===== config.mk =====
export PLATFORM = sky130hd
export DESIGN_NAME = digit_entry_flat
export DESIGN_NICKNAME = d
export VERILOG_FILES = /design/src/rtl/calc_pkg.sv /design/src/rtl/digit_entry_if.sv /design/src/rtl/digit_entry.sv /design/src/flat_wrapper.sv
export SDC_FILE = /design/constraint.sdc
export NUM_CORES = 1
export LEC_CHECK = 0
export ABC_CLOCK_PERIOD_IN_PS = 9020
export CAP_MARGIN = 30
export CELL_PAD_IN_SITES_DETAIL_PLACEMENT = 0
export CELL_PAD_IN_SITES_GLOBAL_PLACEMENT = 2
export CORE_AREA = 8 8 113 115
export CTS_BUF_LIST = sky130_fd_sc_hd__clkbuf_4 sky130_fd_sc_hd__clkbuf_8
export CTS_CLUSTER_SIZE = 28
export DETAILED_ROUTE_END_ITERATION = 12
export DIE_AREA = 0 0 121 123
export PLACE_DENSITY = 0.95
export SKIP_LAST_GASP = 1
export SLEW_MARGIN = 20
export SYNTH_ARGS = -nofsm -noshare
export SYNTH_HDL_FRONTEND = slang
export SYNTH_SLANG_ARGS = --single-unit

===== constraint.sdc =====
create_clock -name clk_i -period 9.02 [get_ports clk_i]
set_clock_uncertainty 0.15 [all_clocks]
set_input_delay 1.353 -clock clk_i [delete_from_list [all_inputs] [get_ports clk_i]]
set_output_delay 1.353 -clock clk_i [all_outputs]
set_load 0.01 [all_outputs]

===== src/rtl/calc_pkg.sv =====
// Shared calculator types: key codes, the BCD number format and the
// digit-entry state encoding.
package calc_pkg;

  localparam int NumDigits = 8;
  localparam int ExpWidth  = 8;

  typedef enum logic [3:0] {
    KEY_0     = 4'd0,
    KEY_1     = 4'd1,
    KEY_2     = 4'd2,
    KEY_3     = 4'd3,
    KEY_4     = 4'd4,
    KEY_5     = 4'd5,
    KEY_6     = 4'd6,
    KEY_7     = 4'd7,
    KEY_8     = 4'd8,
    KEY_9     = 4'd9,
    KEY_DOT   = 4'd10,
    KEY_CLEAR = 4'd11,
    KEY_BKSP  = 4'd12
  } key_t;

  // value = sum sig[i] * 10^(exponent - (NumDigits-1-i)), sig[NumDigits-1] is the MSD
  typedef struct packed {
    logic [NumDigits-1:0][3:0]   sig;
    logic signed [ExpWidth-1:0]  exponent;
  } num_t;

  typedef enum logic [1:0] {
    EMPTY,
    INT,
    FRAC,
    RESULT
  } entry_state_e;

  function automatic logic key_is_digit(input key_t k);
    return (k <= KEY_9);
  endfunction

endpackage


===== src/rtl/digit_entry_if.sv =====
// Key handshake, ALU load path and display-facing outputs of digit_entry.
// slave is the digit_entry side, master is whoever drives keys and loads.
interface digit_entry_if;
  import calc_pkg::*;

  logic                         key_valid_i;
  key_t                         key_i;
  logic                         key_ready_o;
  logic                         load_i;
  num_t                         load_num_i;
  num_t                         num_o;
  logic                         entering_o;
  logic                         overflow_o;
  logic                         override_shift_amount_o;
  logic [$clog2(NumDigits)-1:0] new_shift_amount_o;

  modport slave (
    input  key_valid_i, key_i, load_i, load_num_i,
    output key_ready_o, num_o, entering_o, overflow_o,
           override_shift_amount_o, new_shift_amount_o
  );

  modport master (
    output key_valid_i, key_i, load_i, load_num_i,
    input  key_ready_o, num_o, entering_o, overflow_o,
           override_shift_amount_o, new_shift_amount_o
  );

endinterface


===== src/rtl/digit_entry.sv =====
// Builds a left-aligned BCD number from keypad digits and '.', or holds an
// ALU result. The shift outputs let screen_driver show the entry right-aligned
// so typed trailing zeros and the decimal point stay visible.
// Optional feature: define DIGIT_ENTRY_BACKSPACE_EN to make KEY_BKSP undo the
// last digit or '.'; otherwise KEY_BKSP is accepted and ignored.
module digit_entry #(
  parameter int NumDigits = calc_pkg::NumDigits
) (
  input  logic           clk_i,
  input  logic           rst_ni,
  digit_entry_if.slave   bus
);
  import calc_pkg::*;

  localparam int CntW = $clog2(NumDigits + 1);
  localparam int ShW  = $clog2(NumDigits);

  entry_state_e   state_q, state_d;
  logic [CntW-1:0] cnt_q, cnt_d;
  logic [CntW-1:0] frac_q, frac_d;
  num_t           num_q, num_d;
  logic           ovf_q, ovf_d;
  logic           entering_q, entering_d;
  logic           override_q, override_d;
  logic [ShW-1:0] shift_q, shift_d;
  logic [3:0]     key_digit;
  logic           full;

  assign key_digit = bus.key_i;
  assign full      = (int'(cnt_q) >= NumDigits);

  // Returns sig with the digit at position pos replaced by d.
  function automatic logic [NumDigits-1:0][3:0] set_digit(
    input logic [NumDigits-1:0][3:0] sig,
    input int                        pos,
    input logic [3:0]                d
  );
    logic [NumDigits-1:0][3:0] res;
    res = sig;
    for (int i = 0; i < NumDigits; i++) begin
      if (i == pos) res[i] = d;
    end
    return res;
  endfunction

  // Next state, counters, digit register and registered output values.
  always_comb begin
    state_d = state_q;
    cnt_d   = cnt_q;
    frac_d  = frac_q;
    num_d   = num_q;
    ovf_d   = 1'b0;

    if (bus.load_i) begin
      num_d   = bus.load_num_i;
      state_d = RESULT;
      cnt_d   = '0;
      frac_d  = '0;
    end else if (bus.key_valid_i) begin
      if (bus.key_i == KEY_CLEAR) begin
        state_d = EMPTY;
        num_d   = '0;
        cnt_d   = '0;
        frac_d  = '0;
      end else if (key_is_digit(bus.key_i)) begin
        if (state_q == EMPTY || state_q == RESULT) begin
          num_d  = '0;
          frac_d = '0;
          if (key_digit == 4'd0) begin
            state_d = EMPTY;
            cnt_d   = '0;
          end else begin
            num_d.sig[NumDigits-1] = key_digit;
            cnt_d   = CntW'(1);
            state_d = INT;
          end
        end else if (full) begin
          ovf_d = 1'b1;
        end else begin
          num_d.sig = set_digit(num_q.sig, NumDigits - 1 - int'(cnt_q), key_digit);
          cnt_d     = cnt_q + CntW'(1);
          if (state_q == FRAC) frac_d = frac_q + CntW'(1);
        end
      end else if (bus.key_i == KEY_DOT) begin
        if (state_q == EMPTY || state_q == RESULT) begin
          num_d   = '0;
          cnt_d   = CntW'(1);
          frac_d  = '0;
          state_d = FRAC;
        end else if (state_q == INT) begin
          state_d = FRAC;
        end
`ifdef DIGIT_ENTRY_BACKSPACE_EN
      end else if (bus.key_i == KEY_BKSP) begin
        if (state_q == FRAC) begin
          if (frac_q != '0) begin
            num_d.sig = set_digit(num_q.sig, NumDigits - int'(cnt_q), 4'd0);
            cnt_d     = cnt_q - CntW'(1);
            frac_d    = frac_q - CntW'(1);
          end else begin
            state_d = INT;
          end
        end else if (state_q == INT) begin
          if (cnt_q == CntW'(1)) begin
            state_d = EMPTY;
            num_d   = '0;
            cnt_d   = '0;
            frac_d  = '0;
          end else begin
            num_d.sig = set_digit(num_q.sig, NumDigits - int'(cnt_q), 4'd0);
            cnt_d     = cnt_q - CntW'(1);
          end
        end
`endif
      end
    end

    entering_d = (state_d == INT) || (state_d == FRAC);
    if (!bus.load_i && entering_d) begin
      num_d.exponent = ExpWidth'(int'(cnt_d) - int'(frac_d) - 1);
    end
    override_d = entering_d;
    shift_d    = entering_d ? ShW'(NumDigits - int'(cnt_d)) : '0;
  end

  // Single state register for the FSM, counters, number and outputs.
  always_ff @(posedge clk_i or negedge rst_ni) begin
    if (!rst_ni) begin
      state_q    <= EMPTY;
      cnt_q      <= '0;
      frac_q     <= '0;
      num_q      <= '0;
      ovf_q      <= 1'b0;
      entering_q <= 1'b0;
      override_q <= 1'b0;
      shift_q    <= '0;
    end else begin
      state_q    <= state_d;
      cnt_q      <= cnt_d;
      frac_q     <= frac_d;
      num_q      <= num_d;
      ovf_q      <= ovf_d;
      entering_q <= entering_d;
      override_q <= override_d;
      shift_q    <= shift_d;
    end
  end

  assign bus.key_ready_o             = !bus.load_i;
  assign bus.num_o                   = num_q;
  assign bus.entering_o              = entering_q;
  assign bus.overflow_o              = ovf_q;
  assign bus.override_shift_amount_o = override_q;
  assign bus.new_shift_amount_o      = shift_q;

endmodule


===== src/flat_wrapper.sv =====
// flat-port wrapper written by rule: the top's interface ports become plain ports
module digit_entry_flat import calc_pkg::*;
#(
  parameter int NumDigits = calc_pkg::NumDigits
)
  (clk_i, rst_ni, bus_key_valid_i, bus_key_i, bus_load_i, bus_load_num_i, bus_key_ready_o, bus_num_o, bus_entering_o, bus_overflow_o, bus_override_shift_amount_o, bus_new_shift_amount_o);
  digit_entry_if bus_i ();
  input  logic clk_i;
  input  logic rst_ni;
  input wire logic [$bits(bus_i.key_valid_i)-1:0] bus_key_valid_i;
  input wire logic [$bits(bus_i.key_i)-1:0] bus_key_i;
  input wire logic [$bits(bus_i.load_i)-1:0] bus_load_i;
  input wire logic [$bits(bus_i.load_num_i)-1:0] bus_load_num_i;
  output wire logic [$bits(bus_i.key_ready_o)-1:0] bus_key_ready_o;
  output wire logic [$bits(bus_i.num_o)-1:0] bus_num_o;
  output wire logic [$bits(bus_i.entering_o)-1:0] bus_entering_o;
  output wire logic [$bits(bus_i.overflow_o)-1:0] bus_overflow_o;
  output wire logic [$bits(bus_i.override_shift_amount_o)-1:0] bus_override_shift_amount_o;
  output wire logic [$bits(bus_i.new_shift_amount_o)-1:0] bus_new_shift_amount_o;
  assign bus_i.key_valid_i = bus_key_valid_i;
  assign bus_i.key_i = bus_key_i;
  assign bus_i.load_i = bus_load_i;
  assign bus_i.load_num_i = bus_load_num_i;
  assign bus_key_ready_o = bus_i.key_ready_o;
  assign bus_num_o = bus_i.num_o;
  assign bus_entering_o = bus_i.entering_o;
  assign bus_overflow_o = bus_i.overflow_o;
  assign bus_override_shift_amount_o = bus_i.override_shift_amount_o;
  assign bus_new_shift_amount_o = bus_i.new_shift_amount_o;
  digit_entry #(.NumDigits(NumDigits)) u_core (.clk_i(clk_i), .rst_ni(rst_ni), .bus(bus_i));
endmodule

* Yosys cells after proc, flatten, opt, wreduce, memory -nomap -nowiden
Cells that the tools add are included.
** Operators by class
- Add/sub/neg operators :: 6
- Magnitude comparators :: 2
- Equal/unequal tests :: 17
- Mux-type cells :: 53
- Reductions and logical operators :: 29
** Operators with widths (number)
- $mux W40 :: 6
- $eq A4 B32 Y1 const A :: 4
- $mux W4 :: 26
- $eq A3 B32 Y1 const A :: 2
- $mux W32 :: 2
- $reduce_and A5 Y1 :: 8
- $reduce_bool A4 Y1 :: 10
- $eq A2 B32 Y1 const A :: 1
- $logic_not A32 Y1 :: 1
- $mux W2 :: 8
- $mux W8 :: 2
- $ne A5 B4 Y1 const B :: 2
- $add A4 B1 Y4 const B :: 2
- $eq A4 B4 Y1 const B :: 2
- $mux W1 :: 8
- $sub A8 B2 Y8 const B :: 1
- $eq A2 B2 Y1 const B :: 3
- $reduce_bool A5 Y1 :: 1
- $sub A3 B4 Y5 const A :: 1
- $sub A4 B4 Y5 :: 1
- $eq A2 B1 Y1 const B :: 2
- $ge A4 B4 Y1 const B :: 1
- $le A4 B4 Y1 const B :: 1
- $logic_not A4 Y1 :: 1
- 10 further kinds :: 11
** Storage, ports and cells
- Bits in registers :: 55
- Input bits :: 48
- Output and inout bits :: 47
- Logic and storage cells :: 122

* Longest topological paths before layout
Gate-level depths: netlist of the first run.
- Word-level depth :: 13
- Gate-level depth with buffers :: 18
- Depth with buffers taken out :: 17

* Least setup slack after synthesis of the first run
OpenSTA, ideal clock, no wires.
- Path kind :: in2reg
- Start :: input port bus_key_i[1]
- End :: register u_core.num_q, in the netlist u_core.bus.num_o[4]
- Setup time :: 0.124 ns
- Data arrival time :: 3.854 ns
- Data required time :: 8.746 ns
- Setup slack :: 4.892 ns
- Stages :: 16
- Buffers on the path :: 1
- Cell sequence :: buf_6 > or4_4 > a21oi_2 > o21ai_0 > a21oi_1 > nor2_1 > inv_1 > ha_1 > inv_1 > ha_1 > inv_1 > ha_1 > nand2b_1 > mux2i_1 > a21oi_1 > o31a_1
** Between the ends
- Elaborated cells on any way between the ends :: 39
- Classes of those cells :: add/sub (2); order compare (1); eq/ne (6); mux (24); reduce/logical (6)
** RTL lines
- from (decl) :: RTL line flat_wrapper.sv:11 : input wire logic [$bits(bus_i.key_i)-1:0] bus_key_i;
- $logic_not A4 Y1 :: RTL line digit_entry.sv:69 : if (key_digit == 4'd0) begin
- $mux W1 :: RTL line digit_entry.sv:69
- $mux W4 :: RTL line digit_entry.sv:66 : if (state_q == EMPTY || state_q == RESULT) begin
- $mux W4 :: RTL line digit_entry.sv:65 : end else if (key_is_digit(bus.key_i)) begin
- $mux W4 * :: RTL line digit_entry.sv:60 : if (bus.key_i == KEY_CLEAR) begin
- $mux W4 * :: RTL line digit_entry.sv:59 : end else if (bus.key_valid_i) begin
- $mux W4 * :: RTL line digit_entry.sv:54 : if (bus.load_i) begin
- net u_core.cnt_d[0] :: RTL line digit_entry.sv:19 : logic [CntW-1:0] cnt_q, cnt_d;
- $sub A4 B4 Y5 * :: RTL line digit_entry.sv:120 : num_d.exponent = ExpWidth'(int'(cnt_d) - int'(frac_d) - 1);
- $sub A8 B2 Y8 * :: RTL line digit_entry.sv:120
- $mux W8 * :: RTL line digit_entry.sv:119 : if (!bus.load_i && entering_d) begin
- to (signal assigned) :: RTL line digit_entry.sv:141 : num_q <= num_d;
- to (decl) :: RTL line digit_entry.sv:21 : num_t num_q, num_d;
Mark *: on every way through the listed nets, which the timed path passes. The rest lies on a longest branch. The select of a mux whose other input is x is not followed.
A chain may end at the register's enable or synchronous reset.

* Worst setup path in the final report of the first run
- Start :: input port bus_key_i[1]
- End :: register u_core.num_q, in the netlist u_core.bus.num_o[4]
** Between the ends
- Elaborated cells on any way between the ends :: 39
- Classes of those cells :: add/sub (2); order compare (1); eq/ne (6); mux (24); reduce/logical (6)
** RTL lines
- parallel branches: the longest is 3 deep, another holds $le A4 B4 Y1
- $mux W4 * :: RTL line digit_entry.sv:60
- $mux W4 * :: RTL line digit_entry.sv:59
- $mux W4 * :: RTL line digit_entry.sv:54
- net u_core.frac_d[0] :: RTL line digit_entry.sv:20 : logic [CntW-1:0] frac_q, frac_d;
- $sub A4 B4 Y5 * :: RTL line digit_entry.sv:120
- $sub A8 B2 Y8 * :: RTL line digit_entry.sv:120
- $mux W8 * :: RTL line digit_entry.sv:119
Mark *: on every way through the listed nets, which the timed path passes. The select of a mux whose other input is x is not followed.

==> run metrics, run 1 <==
Setup crit end u_core.bus.num_o[4]; HPWL after detailed placement 7260 µm; CP startpoint bus_key_i[1]; Critical Path RT 9.09 ns; chip width 121 µm; sequential share of the synthesized area 0.431; slowest CP cell clkdlybuf4s50_1; outcome completed; Clk pwr share 0.232; Power Dens Cells 147 nW/µm²; DP Area 4210 µm²; CTS H-tree lvls 2; proportion of layout cells with a drive suffix above 1 0.0757; vias in the first global route 2920; crit path cell chain clkdlybuf4s50_1 > nand3_2 > o211ai_2 > nand2_1 > and2_1 > ha_1 > inv_1 > ha_1 > inv_1 > ha_1 > nand2b_1 > mux2i_1 > a21oi_1 > o31a_1; Top FF cell, synth dfrtp_1; Crit Reg-Reg Endpoint u_core.bus.num_o[4]; Vias 2886; Gate Count Post-Synth 365; YS warnings 0; worst hold margin 0.335 ns; area fraction of the dominant cell type after synthesis 0.431; # placed instances 583; Seq pwr share 0.462; Max-slew headroom 0.477; final period utilization 0.535; Crit. End Element register; routed wire length 9500 µm; Logic pwr share 0.305; synthesized flop and latch total 55; setup repair bufs after CTS 0; crit path kind input port to register; largest net degree at the start of global routing 56; drt initial violations 256; CTS clock-pin slew for the worst setup and hold paths 0.11 ns; chip height 123 µm; Nets 510; top post-synthesis cells by area dfrtp_1 (43%), a21oi_1 (9.6%), ha_1 (5.5%); leakage 1.80 nW; synth cell count leaders a21oi_1 (61), dfrtp_1 (55), nand2_1 (44); Clock Latency Late Sink 0.31 ns; Mapped Area 3190 µm²; DR vias/cell 4.88; R2R Setup Slk 5.09 ns; Peak Freq 207 MHz; Hold Vio Cnt, Final 0; Initial Util 0.288; CTS tree done; Yosys top cell by area dfrtp_1; design area 4320 µm²; setup ws final 4.19 ns; final setup violation count 0; CTS Buffer Depth 2; syn_nets 427; Antenna Nets Post-Route 0; global placement routability congestion 0.853; unrepaired setup endpoints after global routing false; Max Slew Vio Count 0; root buf cell clkbuf_8; Hold Crit Class register to register; count leader, synth a21oi_1; Clock Sink Count 55; Antenna diodes 0; Die ar. 14900 µm²; stages on the worst setup path 14; core area 11100 µm²; row count 39; worst-path fanout max 12; Cell Int Power 0.000434 W; Worst setup SP type input port; max incr delay on CP 0.73 ns; MaxCap Viol Count 0; CP top delay family buffers and inverters; Crit Reg-Reg Startpoint u_core.state_q[0]; FFs w/ async S/R, synth 1.00; Layout area overhead 35.4%; total track usage 0.129; crit path time final 4.83 ns; DRC viols 0; VDD IR max 0.0617 mV; Post-CTS Hold Buffers 0; CP Buf/Inv Count 3; Slew @ Worst Pin 0.781 ns; Setup Total Neg Slack 0 ns; Net Sw Frac 0.317; WP data arrival 4.89 ns; DRT Pass-1 Iters 4; Crit path top cell by count ha_1; Layout Cells excl Fill 592; cts repair resizes 0; Cell variety after synth 54; count of input and output buffers 94; reg2reg path depth 17; first-pass GRT wire length 15400 µm; Num CTS Buffers 5; Syn Area/Cell 8.74 µm²; antenna violations before repair 0; EDFF count, synth 0; Post-Place Setup Slack 3.87 ns; GR Overflow Total 0; WL/cell 16.1 µm; Net Sw Power 0.000201 W; number of top-level pins 95
power groups by stage:
stage / sequential [W] / clock [W] / combinational, W
finish: 0.000293 / 0.000148 / 0.000194
global route: 0.000298 / 0.000166 / 0.000214
CTS: 0.000294 / 0.000155 / 0.000196
detailed placement: 0.000299 / 0 / 0.000195
global placement: 0.000298 / 0 / 0.000194
floorplan: 0.000310 / 0 / 0.0000768
cell usage in the layout, fill, tap and decap left out, types with 3 or more instances in the layout:
cell type	count
a21oi_1	61
a22oi_1	5
a41oi_1	3
and2_1	3
clkbuf_8	5
clkdlybuf4s50_1	92
dfrtp_1	55
ha_1	14
inv_1	17
mux2i_1	4
nand2_1	44
nand2b_1	4
nand4_1	4
nor2_1	36
nor2b_1	3
nor3_1	3
o21a_1	4
o21ai_0	31
or2_2	6
xor2_1	4
flip-flops by register name (all words and copies together) (netlist names):
register,count
u_core.bus.new_shift_amount_o,3
u_core.frac_q,4
u_core.cnt_q,4
u_core.bus.overflow_o,1
u_core.bus.num_o,40
u_core.state_q,2
u_core.bus.entering_o,1
how the worst min path moves through the flow:
stage | startpoint | to | slack [ns] | cells after the start
finish | u_core.bus.num_o[22] | u_core.bus.num_o[22] | 0.34 | 2
global route | u_core.bus.num_o[27] | u_core.bus.num_o[27] | 0.38 | 2
CTS | u_core.bus.num_o[22] | u_core.bus.num_o[22] | 0.35 | 2
detailed placement | u_core.bus.num_o[22] | u_core.bus.num_o[22] | 0.32 | 2
global placement | u_core.bus.num_o[22] | u_core.bus.num_o[22] | 0.31 | 2
floorplan | u_core.bus.num_o[10] | u_core.bus.num_o[10] | 0.37 | 2
tightest hold or removal path, stage by stage (launching register included):
cell	delay, ns
dfrtp_1	0.35
nand2_1	0.04
o21ai_0	0.06
through the flow:
| stage | util | total power [W] |
|---|---|---|
| 4_1_cts | 0.388 | 0.000645 |
| 3_5_place_dp | 0.380 | 0.000494 |
| 5_1_grt | 0.390 | 0.000678 |
| 3_3_place_gp | 0.380 | 0.000492 |
| 2_1_floorplan | - | 0.000387 |
| 6_report | 0.390 | 0.000635 |
routing by layer:
metal,share of wire,vias up,track usage
met5,0,-,0
met4,0.019,0,0.0429
met3,0.058,12,0.0347
met2,0.49,68,0.222
met1,0.43,1367,0.154
li1,-,1439,-
layout make-up:
| type | instances | area, µm² |
|---|---|---|
| repair buffers | 96 | 958 |
| flip-flops and latches | 55 | 1380 |
| well taps | 143 | 179 |
| inverters | 17 | 63.8 |
| clock inverters | 3 | 25.0 |
| clock buffers | 5 | 68.8 |
| multi-input cells | 273 | 1650 |
| fillers | 1145 | 6760 |
cells by family (layout without fill, tap and decap cells):
group | count (synthesis) | count (layout) | synth area share
xor+xnor | 5 | 5 | 0.0161
buf+inv | 37 | 121 | 0.0518
flops | 55 | 55 | 0.431
fa+ha+maj | 14 | 14 | 0.0549
simple gates | 119 | 119 | 0.176
compound gates | 130 | 130 | 0.250
mux | 5 | 5 | 0.0196
No activity file was read; power rests on OpenSTA's default activity.
==> run 2, diff against run 1 <==
--- a/config.mk
+++ b/config.mk
@@ -5,16 +5,16 @@
 export SDC_FILE = /design/constraint.sdc
 export NUM_CORES = 1
 export LEC_CHECK = 0
-export ABC_CLOCK_PERIOD_IN_PS = 9020
+export ABC_CLOCK_PERIOD_IN_PS = 4100
 export CAP_MARGIN = 30
 export CELL_PAD_IN_SITES_DETAIL_PLACEMENT = 0
 export CELL_PAD_IN_SITES_GLOBAL_PLACEMENT = 2
-export CORE_AREA = 8 8 113 115
+export CORE_AREA = 8 8 120 122
 export CTS_BUF_LIST = sky130_fd_sc_hd__clkbuf_4 sky130_fd_sc_hd__clkbuf_8
 export CTS_CLUSTER_SIZE = 28
 export DETAILED_ROUTE_END_ITERATION = 12
-export DIE_AREA = 0 0 121 123
-export PLACE_DENSITY = 0.95
+export DIE_AREA = 0 0 128 130
+export PLACE_DENSITY = 0.89
 export SKIP_LAST_GASP = 1
 export SLEW_MARGIN = 20
 export SYNTH_ARGS = -nofsm -noshare
==> constraint.sdc (replaced) <==
create_clock -name clk_i -period 4.1 [get_ports clk_i]
set_clock_uncertainty 0.15 [all_clocks]
set_input_delay 0.615 -clock clk_i [delete_from_list [all_inputs] [get_ports clk_i]]
set_output_delay 0.615 -clock clk_i [all_outputs]
set_load 0.01 [all_outputs]
==> run metrics, run 2 (same netlist as run 1, synthesis figures left out) <==
root buf cell clkbuf_8 (unchanged); worst-path fanout max 3 (was 12); final setup violation count 0 (unchanged); Max-slew headroom 0.438 (was 0.477); chip width 128 µm (was 121 µm); Initial Util 0.257 (was 0.288); core area 12400 µm² (was 11100 µm²); Crit. End Element register (unchanged); Clock Latency Late Sink 0.29 ns (was 0.31 ns); unrepaired setup endpoints after global routing false (unchanged); first-pass GRT wire length 16000 µm (was 15400 µm); DRC viols 0 (unchanged); Layout area overhead 39.6% (was 35.4%); vias in the first global route 3116 (was 2920); antenna violations before repair 0 (unchanged); total track usage 0.120 (was 0.129); HPWL after detailed placement 7780 µm (was 7260 µm); count of input and output buffers 94 (unchanged); fin util 0.359 (was 0.390); Vias 2925 (was 2886); Power Dens Cells 323 nW/µm² (was 147 nW/µm²); DRT Pass-1 Iters 4 (unchanged); CTS Buffer Depth 2 (unchanged); WP data arrival 3.73 ns (was 4.89 ns); row count 41 (was 39); setup ws final 0.414 ns (was 4.19 ns); crit path kind register to register (was input port to register); Critical Path RT 4.14 ns (was 9.09 ns); chip height 130 µm (was 123 µm); global placement routability congestion 0.859 (was 0.853); most common cell after layout, fill and taps aside clkdlybuf4s50_1 (unchanged); Hold Crit Class input port to asynchronous set/reset pin (was register to register); Nets 523 (was 510); WL/cell 15.7 µm (was 16.1 µm); total chip power 0.00144 W (was 0.000635 W); Clock Sink Count 55 (unchanged); outcome completed (unchanged); MaxCap Viol Count 0 (unchanged); commonest non-fill, non-tap cells in the layout clkdlybuf4s50_1 (92), a21oi_1 (61), dfrtp_1 (55) (unchanged); number of top-level pins 95 (unchanged); Post-CTS Hold Buffers 0 (unchanged); crit path time final 3.69 ns; Die ar. 16600 µm² (was 14900 µm²); CTS tree done (unchanged); Max Slew Vio Count 0 (unchanged); Num CTS Buffers 5 (unchanged); Setup Total Neg Slack 0 ns (unchanged); DR vias/cell 4.62 (was 4.88); routed wire length 9940 µm (was 9500 µm); setup repair bufs after CTS 0 (unchanged); proportion of layout cells with a drive suffix above 1 0.0998 (was 0.0757); worst hold margin 0.258 ns (was 0.335 ns); GR Overflow Total 0 (unchanged); Slew @ Worst Pin 0.843 ns (was 0.781 ns); Hold Vio Cnt, Final 0 (unchanged); leakage 1.87 nW (was 1.80 nW); CTS H-tree lvls 2 (unchanged); Worst setup SP type register (was input port); Peak Freq 271 MHz; Largest register FFs 40 (unchanged); largest net degree at the start of global routing 36 (was 56); VDD IR max 0.163 mV (was 0.0617 mV); CTS clock-pin slew for the worst setup and hold paths 0.09 ns (was 0.11 ns); Antenna diodes 0 (unchanged); Antenna Nets Post-Route 0 (unchanged); drt initial violations 212 (was 256); cts repair resizes 0 (unchanged); final period utilization 0.899; Post-Place Setup Slack 0.171 ns (was 3.87 ns)
run 2: changes by cell type in the layout (fill, tap and decap cells not counted):
cell / before / now
inv_6: 2 / 0
clkbuf_4: 0 / 1
bufinv_16: 0 / 1
buf_4: 1 / 15
clkinvlp_4: 1 / 0
buf_12: 1 / 0
run 2: path summary, 6_finish.rpt:
path                                       from                    to  slack, ns  cells after the start
setup / recovery              u_core.state_q[0]   u_core.bus.num_o[4]       0.41                     17
hold / removal                           rst_ni  u_core.bus.num_o[26]       0.26                      1
setup reg to reg              u_core.state_q[0]   u_core.bus.num_o[4]       0.41                     17
hold reg to reg            u_core.bus.num_o[15]  u_core.bus.num_o[15]       0.34                      2
max in group asynchronous                rst_ni       u_core.cnt_q[3]       2.72                      2
min in group clk_i         u_core.bus.num_o[15]  u_core.bus.num_o[15]       0.34                      2
run 2: where the power goes:
| group | total, W | leakage, nW | internal [W] | switching [W] |
|---|---|---|---|---|
| logic | 0.000439 | 1.12 | 0.000230 | 0.000209 |
| registers | 0.000646 | 0.693 | 0.000607 | 0.0000388 |
| clock network | 0.000354 | 0.0547 | 0.000186 | 0.000168 |
| total | 0.00144 | 1.87 | 0.00102 | 0.000416 |
run 2: per-stage QoR:
step | instances | instance area [µm²]
final | 633 | 4450
after global routing | 633 | 4450
after CTS | 633 | 4450
after detailed placement | 626 | 4350
after global placement | 626 | 4350
after floorplan | 365 | 3190
run 2: area by class of cell:
cell class                 count  area [µm²]
fill                        1315        7960
multi-input combinational    273        1650
sequential                    55        1380
timing repair buffer         109        1040
tap                          172         215
clock buffer                   6        76.3
inverter                      17        63.8
clock inverter                 1        30.0
run 2: metal layers:
metal | part of all wire | global-route usage | vias up
met3 | 0.055 | 0.0310 | 10
met4 | 0.012 | 0.0280 | 0
met5 | 0 | 0 | -
met1 | 0.44 | 0.138 | 1386
li1 | - | - | 1461
met2 | 0.50 | 0.219 | 68
run 2: worst max-delay path, stage by stage (launching register included):
cell,delay [ns]
dfrtp_1,0.41
inv_1,0.10
ha_1,0.31
or4_4,0.53
a21oi_2,0.21
o21ai_0,0.11
a21oi_1,0.15
nor2_1,0.07
inv_1,0.11
ha_1,0.15
inv_1,0.06
ha_1,0.27
inv_1,0.10
ha_1,0.19
nand2b_1,0.06
mux2i_1,0.23
a21oi_1,0.10
o31a_1,0.28
==> run 3, diff against run 2 <==
--- a/config.mk
+++ b/config.mk
@@ -11,7 +11,6 @@
 export CELL_PAD_IN_SITES_GLOBAL_PLACEMENT = 2
 export CORE_AREA = 8 8 120 122
 export CTS_BUF_LIST = sky130_fd_sc_hd__clkbuf_4 sky130_fd_sc_hd__clkbuf_8
-export CTS_CLUSTER_SIZE = 28
 export DETAILED_ROUTE_END_ITERATION = 12
 export DIE_AREA = 0 0 128 130
 export PLACE_DENSITY = 0.89
==> results of run 3 <==
Same layout as run 2: the final DEF is identical, and so are final timing and power.
==> RTL edit, RTL diff (settings of run 3) <==
Build with the macro `DIGIT_ENTRY_BACKSPACE_EN` defined.
--- a/src/rtl/digit_entry.sv
+++ b/src/rtl/digit_entry.sv
@@ -4,4 +4,6 @@
 // Optional feature: define DIGIT_ENTRY_BACKSPACE_EN to make KEY_BKSP undo the
 // last digit or '.'; otherwise KEY_BKSP is accepted and ignored.
+`define DIGIT_ENTRY_BACKSPACE_EN
+
 module digit_entry #(
   parameter int NumDigits = calc_pkg::NumDigits
Check against the original RTL: not settled (the Yosys comparison gave no result); the edit may change what the design does.
==> RTL edit against run 3 <==
Setup slack worse by 160 ps. Via count up 36%. Total power up 23%. Count of clock-buffer cells in the layout is 1 lower. Design area increased by 22%. Synthesized area grew 26%. Sequential share of layout area shrank 5.7 points. Wire length up 34%. Sequential cell count did not move. Clock power decreased by 5.9%. Critical path depth fell by 2. Critical path type unchanged. Highest routed layer unchanged.
==> RTL edit: results (changes against run 3) <==
GR Layer Usage met1=19.3% (+5.5 points); Leak=2.31 nW (+24%); Min Hold Slack=67.5 ps (-190 ps); register area share after synthesis=34.1% (-9.0 points); Routed WL=13300 microns (+34%); top cells by count, synth=55 x dfrtp_1, 54 x nand2_1, 51 x o21ai_0, 44 x a21oi_1, 25 x nor2_1; Met3 Wirelength=606 microns (+10%); Post-DP HPWL=10500 microns (+35%); Placed Area=5340 sq um (+23%); CTS clock-pin slew for the worst setup and hold paths=120 ps (+30 ps); I/O Buffers=94 (unchanged); Unique masters post-synth=72 (+33%); CP Max Fanout=9 (+6); met2 Usage GRT=27.9% (+5.9 points); launching point of the worst reg2reg path=u_core.state_q[0]; M3 GR Usage=2.94% (-0.16 points); R2R depth=15 (-2); # fillers=1282 (-2.5%); Slew @ Worst Pin=907 ps (+63.3 ps); Nets=652 (+25%); global-route usage over all layers=15.7% (+3.7 points); Max VDD drop=156 uV (-4.5%); Placer Congestion=0.871 (+1.4%); vias in the first global route=4023 (+29%); top cells by area, synth=dfrtp_1 34%, o21ai_0 6.3%, ha_1 6.2%; Worst R2R End=u_core.bus.num_o[4]; clk_lat worst skew=320 ps (+30 ps); r2r setup slk=250 ps (-160 ps); largest net degree at the start of global routing=35 (-2.8%); met2 WL=6470 microns (+31%); Crit path max-delay family=simple AND/OR/NAND/NOR gates; syn_nets=536 (+26%); H-tree depth=2 (unchanged); vias per cell=5.28 (+14%); layout cells sized above 1=12.7% (+2.7 points); Metal-1 WL=6040 microns (+39%); first-pass GRT wire length=21200 microns (+32%); Syn Area/Cell=8.64 sq um (-1.2%); EDFF count, synth=0 (unchanged); pre-CTS setup slack=-80.1 ps (-251 ps); slowest stage delay, CP=560 ps (+30 ps); Post-Layout Cell Count=756 (+19%); placed insts=746 (+19%); Int Power=1.13 mW (+10%); Max clock buf depth=2 (unchanged); status=completed; CP max-delay cell=or4_1; initial drt markers=221 (+4.2%); Num CTS Buffers=5 (unchanged); critical path arrival=3910 ps (+180 ps)
-- RTL edit: cell count changes after synthesis, moves of 6 or more --
| cell | delta |
|---|---|
| a21o_1 | +14 |
| nand2_1 | +10 |
| o211ai_1 | +11 |
| o2bb2ai_1 | +20 |
| a21oi_1 | -17 |
| nor2_1 | -11 |
| nand3_1 | +6 |
| ha_1 | +6 |
| a22o_1 | +12 |
| o21ai_0 | +20 |
-- RTL edit: power by group through the flow --
stage	Clock, mW	Sequential, mW	Combinational [mW]
2_1_floorplan	0	0.729	0.337
3_3_place_gp	0	0.694	0.738
3_5_place_dp	0	0.696	0.750
4_1_cts	0.345	0.687	0.752
5_1_grt	0.361	0.698	0.820
6_report	0.333	0.685	0.747
-- RTL edit: layout make-up --
cell class	count	area share (%)
multi-input cells	367	44.8
repair buffers	135	22.9
inverters	19	1.35
well taps	172	3.94
flip-flops and latches	55	25.2
clock inverters	3	0.504
clock buffers	5	1.26
-- RTL edit: cell families after synthesis --
family,count (synthesis),synth area share [%]
AO/OA/AOI/OAI,201,34.0
XOR/XNOR,5,1.09
adder cells (fa/ha/maj),21,6.70
buffers and inverters,45,5.67
flip-flops,55,34.1
multiplexers,3,0.744
AND/OR/NAND/NOR,137,17.7
-- RTL edit: how the worst max path moves through the flow --
stage / start / end / slack, ps / cells past startpoint
floorplan: u_core.cnt_q[1] / u_core.bus.num_o[4] / 60 / 17
global placement: bus_key_i[1] / u_core.bus.num_o[4] / -40 / 15
detailed placement: bus_key_i[1] / u_core.bus.num_o[4] / -80 / 14
CTS: u_core.state_q[0] / u_core.bus.num_o[4] / 160 / 15
global route: u_core.frac_q[0] / u_core.bus.num_o[4] / -3 / 15
finish: u_core.state_q[0] / u_core.bus.num_o[4] / 250 / 15
